===== config.mk =====
export PLATFORM = sky130hd
export DESIGN_NAME = sll_seq
export DESIGN_NICKNAME = d
export VERILOG_FILES = /design/src/rtl/sll_seq.sv
export SDC_FILE = /design/constraint.sdc
export NUM_CORES = 1
export LEC_CHECK = 0
export CORE_ASPECT_RATIO = 0.8
export CORE_MARGIN = 10
export CORE_UTILIZATION = 45
export DETAILED_ROUTE_END_ITERATION = 10
export PLACE_DENSITY = 0.7
export SYNTH_ARGS = -nofsm -noshare
export SYNTH_HDL_FRONTEND = slang
export SYNTH_SLANG_ARGS = --single-unit
export TNS_END_PERCENT = 30

===== constraint.sdc =====
create_clock -name clk -period 3.35 [get_ports clk]
set_input_delay 0.67 -clock clk [delete_from_list [all_inputs] [get_ports clk]]
set_output_delay 0.67 -clock clk [all_outputs]
set_load 0.02 [all_outputs]

===== src/rtl/sll_seq.sv =====
// Sequential logical left shifter: one bit position per clock, valid/ready on
// both the request and the result side.
module sll_seq #(
    parameter  int N       = 32,
    localparam int SHAMT_W = $clog2(N)
) (
    input  logic               clk,
    input  logic               rst_n,
    input  logic               in_valid,
    output logic               in_ready,
    input  logic [N-1:0]       a,
    input  logic [SHAMT_W-1:0] shamt,
    output logic               out_valid,
    input  logic               out_ready,
    output logic [N-1:0]       y,
    output logic               busy
);

    typedef enum logic [1:0] {
        S_IDLE,
        S_SHIFT,
        S_DONE
    } state_t;

    state_t             state;
    logic [N-1:0]       sreg;
    logic [SHAMT_W-1:0] cnt;

    always_ff @(posedge clk) begin
        if (!rst_n) begin
            state     <= S_IDLE;
            sreg      <= '0;
            cnt       <= '0;
            y         <= '0;
            out_valid <= 1'b0;
            busy      <= 1'b0;
            in_ready  <= 1'b1;
        end else begin
            case (state)
                S_IDLE: begin
                    if (in_valid && in_ready) begin
                        sreg     <= a;
                        cnt      <= shamt;
                        in_ready <= 1'b0;
                        busy     <= 1'b1;
                        state    <= (shamt == '0) ? S_DONE : S_SHIFT;
                    end
                end
                S_SHIFT: begin
                    sreg <= {sreg[N-2:0], 1'b0};
                    cnt  <= cnt - SHAMT_W'(1);
                    if (cnt == SHAMT_W'(1)) begin
                        state <= S_DONE;
                    end
                end
                S_DONE: begin
                    // First DONE cycle registers the result; the handshake
                    // is only honoured once out_valid is visible.
                    if (!out_valid) begin
                        y         <= sreg;
                        out_valid <= 1'b1;
                    end else if (out_ready) begin
                        state     <= S_IDLE;
                        out_valid <= 1'b0;
                        busy      <= 1'b0;
                        in_ready  <= 1'b1;
                    end
                end
                default: state <= S_IDLE;
            endcase
        end
    end

endmodule

==> results by group, run 1 <==
Run status
  – Status: finished, final reports clean

Floorplanning
  – Std-Cell Rows: 27
  – Chip Height: 95.9 um
  – DIE AREA: 11000 um^2
  – Initial Util: 46.7%
  – Die outline width: 115 um
  – I/O pin cnt: 76
  – Core box area: 6930 um^2

Timing
  – Final setup fails: 0
  – Transition time at the pin with the least slew margin: 0.664 ns
  – Setup TNS: 0 ns
  – Max Slew Vio Count: 0
  – RSZ-0062 raised after global routing: no
  – Post-layout min period: 2.09 ns
  – Hold_ws: 0.458 ns
  – Hold Violations, Final: 0
  – Worst Skew: 0.0114 ns
  – Final period util: 62.4%
  – Slew HR: 55.7%
  – Maximum clock frequency: 0.478 GHz

CTS
  – CTS tree: yes
  – Post_cts resized: 0
  – CTS max path bufs: 2
  – Insertion delay to the later sink of the worst-skew pair: 0.34 ns
  – Post-CTS setup buffers: 0
  – CTS root buf: clkbuf_8
  – H-tree depth: 3
  – Clock sinks: 74
  – Clk slew on worst S/H paths: 0.07 ns
  – Post-CTS Hold Fix Bufs: 0
  – Cts bufs inserted: 9

Logic synthesis
  – Mux cell area share after synthesis: 0%
  – Ys flop type: dfxtp_1
  – Xor/xnor share of the synthesized area: 0.271%
  – Adder and majority gate portion of the synthesized area: 0.773%
  – Compound-gate portion of the synthesized area: 22.0%
  – Sequential-to-total area share from yosys stat: 45.8%
  – Post-Syn Area per Cell: 8.28 um^2
  – Post-synthesis simple-gate area fraction: 25.8%
  – FF+latch count, synth: 74
  – Main combinational cell family by area after synthesis: simple AND/OR/NAND/NOR gates
  – Synth unique cells: 35
  – Mapped Cells: 391
  – Post-synth ARST share: 0%
  – Cell area after synthesis: 3240 um^2
  – EDFF count, synth: 0
  – YS warnings: 0
  – Syn nets: 434

Power
  – PwrDens: 539 nW/um^2
  – Tot Pwr: 0.00229 W
  – Share of power burned in registers: 44.9%
  – P_sw: 0.000584 W
  – Pleak: 1.81 nW
  – Pint: 0.00170 W
  – Peak supply drop: 295 uV
  – Clock share of power: 38.6%
  – Comb pwr share: 16.5%
  – Switching Fraction: 25.5%

Worst setup path
  – Setup crit end kind: output pin
  – R2r worst-path depth: 4
  – Worst-path fanout max: 8
  – CP peak stage delay: 0.65 ns
  – Critical path cell sequence: clkdlybuf4s50_1
  – CP Class: flip-flop to output pin
  – Slowest-stage cell, CP: clkdlybuf4s50_1
  – Reg-to-reg slack, setup: 1.49 ns
  – Worst path buffer plus inverter count: 1
  – CP arrival: 1.42 ns
  – Critical Path RT: 2.68 ns
  – Crit path launch type: flip-flop
  – Stages on the worst setup path: 1
  – Worst path top cell family by delay: buffers and inverters

Hold path
  – Hold path depth: 2
  – Hold WC Path Type: flip-flop to flip-flop

GRT
  – First-pass GRT wire length: 13.5 mm
  – Vias in the first global route: 2697
  – Initial antenna violation count: 0
  – Global route total overflow: 0
  – Pin count of the biggest net entering global routing: 68
  – GRT Total Usage: 15.0%

Placement
  – Port Buf Inserts: 75
  – Post-DP HPWL: 5.45 mm
  – GPL Wtd Cong: 0.784

Finish
  – Area grow syn2layout: 31.0%
  – Final Core Density: 61.2%
  – Share of cells above drive strength 1: 6.40%
  – Nets: 493
  – Fillers: 619
  – # diodes: 0
  – Commonest non-fill, non-tap cells in the layout: nand2_1, dfxtp_1, clkdlybuf4s50_1
  – Commonest non-fill, non-tap cell in the layout: nand2_1

Routing
  – Drt first pass iters: 5
  – Avg WL per Cell: 15.2 um
  – Vias: 2877
  – Vias per inst: 5.33
  – Initial drt markers: 175
  – Residual DRC count: 0
  – WL final: 8.23 mm
  – Number of routed nets with antenna violations: 0

Run
  – Max-cap violations: 0
==> synth_stat cells (2+ instances only) <==
cell type / number / area (um^2)
nor3b_1: 2 / 15.0
nor3_1: 2 / 10.0
and2_1: 2 / 12.5
buf_6: 2 / 22.5
a21oi_1: 9 / 45.0
nand2b_4: 2 / 27.5
o211a_1: 31 / 310
o21ai_0: 4 / 20.0
clkbuf_1: 14 / 52.6
nand3_1: 32 / 160
inv_1: 3 / 11.3
dfxtp_1: 74 / 1480
a21boi_0: 25 / 188
nand2b_1: 2 / 12.5
nor2b_1: 4 / 25.0
or2_2: 2 / 12.5
buf_4: 3 / 22.5
ha_1: 2 / 25.0
nor2_1: 4 / 15.0
o221ai_1: 2 / 17.5
and4b_1: 2 / 20.0
nand2_1: 134 / 503
buf_2: 13 / 65.1
a21boi_1: 10 / 75.1
==> worst paths after layout <==
check | from | end
max | in_ready | in_ready
max reg2reg | state[0] | y[22]
min | y[8] | y[8]
min reg2reg | y[8] | y[8]
==> sequential cells by signal, summed over array words and instances (netlist names) <==
signal and cells:
y 32, sreg 32, busy 1, state 2, out_valid 1, cnt 5, in_ready 1
==> layer usage <==
layer	track usage (%)	vias to the layer above	routed length, um
li1	-	1439	-
met1	19.1	1343	3810
met2	23.1	87	3660
met3	5.78	8	674
met4	4.32	0	86
met5	0	-	0
==> metrics by stage <==
stage	setup WS (ns)	instance area, um^2	cells
after detailed placement	1.19	3990	526
after global routing	1.20	4240	540
final	1.26	4240	540
after global placement	1.23	3990	526
after CTS	1.25	4240	540
after floorplan	1.83	3240	391
==> power groups by stage <==
stage	registers (W)	clock network, W	logic [W]
finish	0.00103	0.000882	0.000378
global route	0.00104	0.000944	0.000422
CTS	0.00102	0.000897	0.000381
detailed placement	0.00104	0	0.000376
global placement	0.00104	0	0.000367
floorplan	0.00103	0	0.000262
==> cell families (layout without fill, tap and decap cells) <==
logic type | Yosys count | in the layout
simple gates | 191 | 191
xor+xnor | 1 | 1
buf+inv | 35 | 97
compound gates | 88 | 88
flops | 74 | 74
fa+ha+maj | 2 | 2
==> cell type report <==
type	count	area, um^2	share of cell area (%)
Timing Repair Buffer	80	796	18.8
Multi-Input combinational cell	282	1590	37.5
Clock inverter	5	129	3.04
Sequential cell	74	1480	34.9
Inverter	3	11.3	0.265
Tap cell	87	109	2.57
Clock buffer	9	124	2.92
Note: power is estimated with default switching activity, not from simulation.
==> inputs of run 2 (changes only) <==
clock period = 2 ns   (was 3.35 ns; I/O delays follow)
==> run 2 against run 1 <==
Against the previous run:
- non-clock buffer count up 4
- global-route usage about the same
- critical path depth is the same
- clock-buffer cell count grew 2
- sequential cell count unchanged
- via count decreased by 1.3%
- design area rose by 1.4%
- highest routed layer unchanged
- sequential power grew 66%
- clock power rose by 54%
- wire length down 2.3%
==> results by group, run 2 (synthesized netlist as in run 1, its figures left out) <==
Run status
  – Status: finished, final reports clean

Finish
  – Share of cells above drive strength 1: 7.19%
  – Multi-input logic area: 1590 um^2
  – Nets: 497
  – Reg area: 1480 um^2
  – # diodes: 0
  – Top flop regs: sreg (32), y (32), cnt (5)
  – Commonest non-fill, non-tap cell in the layout: nand2_1
  – Fillers: 613
  – Commonest non-fill, non-tap cells in the layout: nand2_1, dfxtp_1, clkdlybuf4s50_1
  – Non-Filler Instances: 546
  – Area grow syn2layout: 32.9%

CTS
  – Post-CTS setup buffers: 0
  – Insertion delay to the later sink of the worst-skew pair: 0.34 ns
  – Clock sinks: 74
  – CTS tree: yes
  – Post_cts resized: 0
  – CTS max path bufs: 2
  – H-tree depth: 3
  – CTS root buf: clkbuf_8
  – Clk slew on worst S/H paths: 0.07 ns
  – Cts bufs inserted: 9
  – Post-CTS Hold Fix Bufs: 0

Hold path
  – Worst hold start: sreg[31]
  – Hold WC Path Type: flip-flop to flip-flop
  – Hold path depth: 2
  – Hold path endpoint: y[31]

Timing
  – RSZ-0062 raised after global routing: no
  – Slew HR: 67.3%
  – Final period util: 91.3%
  – Transition time at the pin with the least slew margin: 0.491 ns
  – Hold Violations, Final: 0
  – Final WS setup: 0.174 ns
  – Maximum clock frequency: 0.548 GHz
  – Final setup fails: 0
  – Max Slew Vio Count: 0
  – Worst Skew: 0.00752 ns
  – Setup TNS: 0 ns
  – Post-layout min period: 1.83 ns

Floorplanning
  – I/O pin cnt: 76
  – Chip Height: 95.9 um
  – Initial Util: 46.7%
  – DIE AREA: 11000 um^2
  – Std-Cell Rows: 27
  – Core box area: 6930 um^2
  – Die outline width: 115 um

Routing
  – Drt first pass iters: 5
  – Initial drt markers: 110
  – Residual DRC count: 0
  – Vias per inst: 5.20
  – Vias: 2841
  – WL final: 8.05 mm
  – Avg WL per Cell: 14.7 um
  – Number of routed nets with antenna violations: 0

GRT
  – GRT met2 Usage: 23.3%
  – Initial antenna violation count: 0
  – Vias in the first global route: 2840
  – Global route total overflow: 0
  – Grt met3 use: 5.78%
  – Most Crowded Layer GR: met2
  – Met1 Use GR: 19.0%
  – GRT Total Usage: 15.0%
  – Pin count of the biggest net entering global routing: 68
  – First-pass GRT wire length: 13.7 mm

Placement
  – Placed Cells: 530
  – Dpl ws: 0.126 ns
  – Post-DP HPWL: 5.55 mm
  – GPL Wtd Cong: 0.835
  – Port Buf Inserts: 75

Worst setup path
  – Worst-path fanout max: 8
  – Reg-to-reg slack, setup: 0.44 ns
  – Crit path launch type: flip-flop
  – Critical Path RT: 1.60 ns
  – Setup crit end kind: output pin
  – R2r worst-path depth: 5
  – Critical path cell sequence: clkdlybuf4s50_1
  – CP peak stage delay: 0.65 ns
  – CP arrival: 1.43 ns
  – RR Endpoint: y[2]
  – Worst path buffer plus inverter count: 1
  – CP Class: flip-flop to output pin
  – Worst path top cell family by delay: buffers and inverters
  – Slowest-stage cell, CP: clkdlybuf4s50_1
  – Critical R2R Launch: state[0]

Run
  – Max-cap violations: 0

Power
  – PwrDens: 870 nW/um^2
  – Peak supply drop: 372 uV
  – Pleak: 1.84 nW
==> run 2: per-layer routing <==
layer	vias up	share of wire [%]
li1	1455	-
met1	1310	48
met2	69	43
met3	7	7.7
met4	0	0.97
met5	-	0
==> run 2: how the worst max path moves through the flow <==
stage | start | cells past startpoint | to
after floorplan | in_ready | 5 | sreg[21]
after global placement | in_valid | 6 | cnt[0]
after detailed placement | in_valid | 6 | cnt[4]
after CTS | in_ready | 1 | in_ready
after global routing | in_ready | 1 | in_ready
final | in_ready | 1 | in_ready
==> run 2: tightest hold or removal path, cell delays in order (launching register included) <==
cell,delay (ns)
dfxtp_1,0.31
nand2_1,0.05
a21boi_1,0.05
==> run 2: power breakdown <==
part           switching, W  internal, W  leakage (nW)  total (W)
clock network      0.000537     0.000828         0.114    0.00136
registers          0.000110      0.00160         0.606    0.00171
logic              0.000334     0.000330          1.12   0.000664
total              0.000982      0.00276          1.84    0.00374
==> run 2: metrics by stage <==
step	hold WS, ns	util (%)	total power [W]	area, um^2
after floorplan	0.431	-	0.00217	3240
after global placement	0.442	58.8	0.00239	4070
after detailed placement	0.446	58.8	0.00241	4070
after CTS	0.457	62.1	0.00378	4300
after global routing	0.478	62.1	0.00394	4300
final	0.455	62.1	0.00374	4300
==> run 2: area by class of cell <==
| type | instances | area share (%) |
|---|---|---|
| inverters | 3 | 0.262 |
| repair buffers | 84 | 20.4 |
| flip-flops and latches | 74 | 34.4 |
| clock buffers | 11 | 3.05 |
| multi-input cells | 282 | 37.0 |
| clock inverters | 5 | 2.38 |
| well taps | 87 | 2.53 |
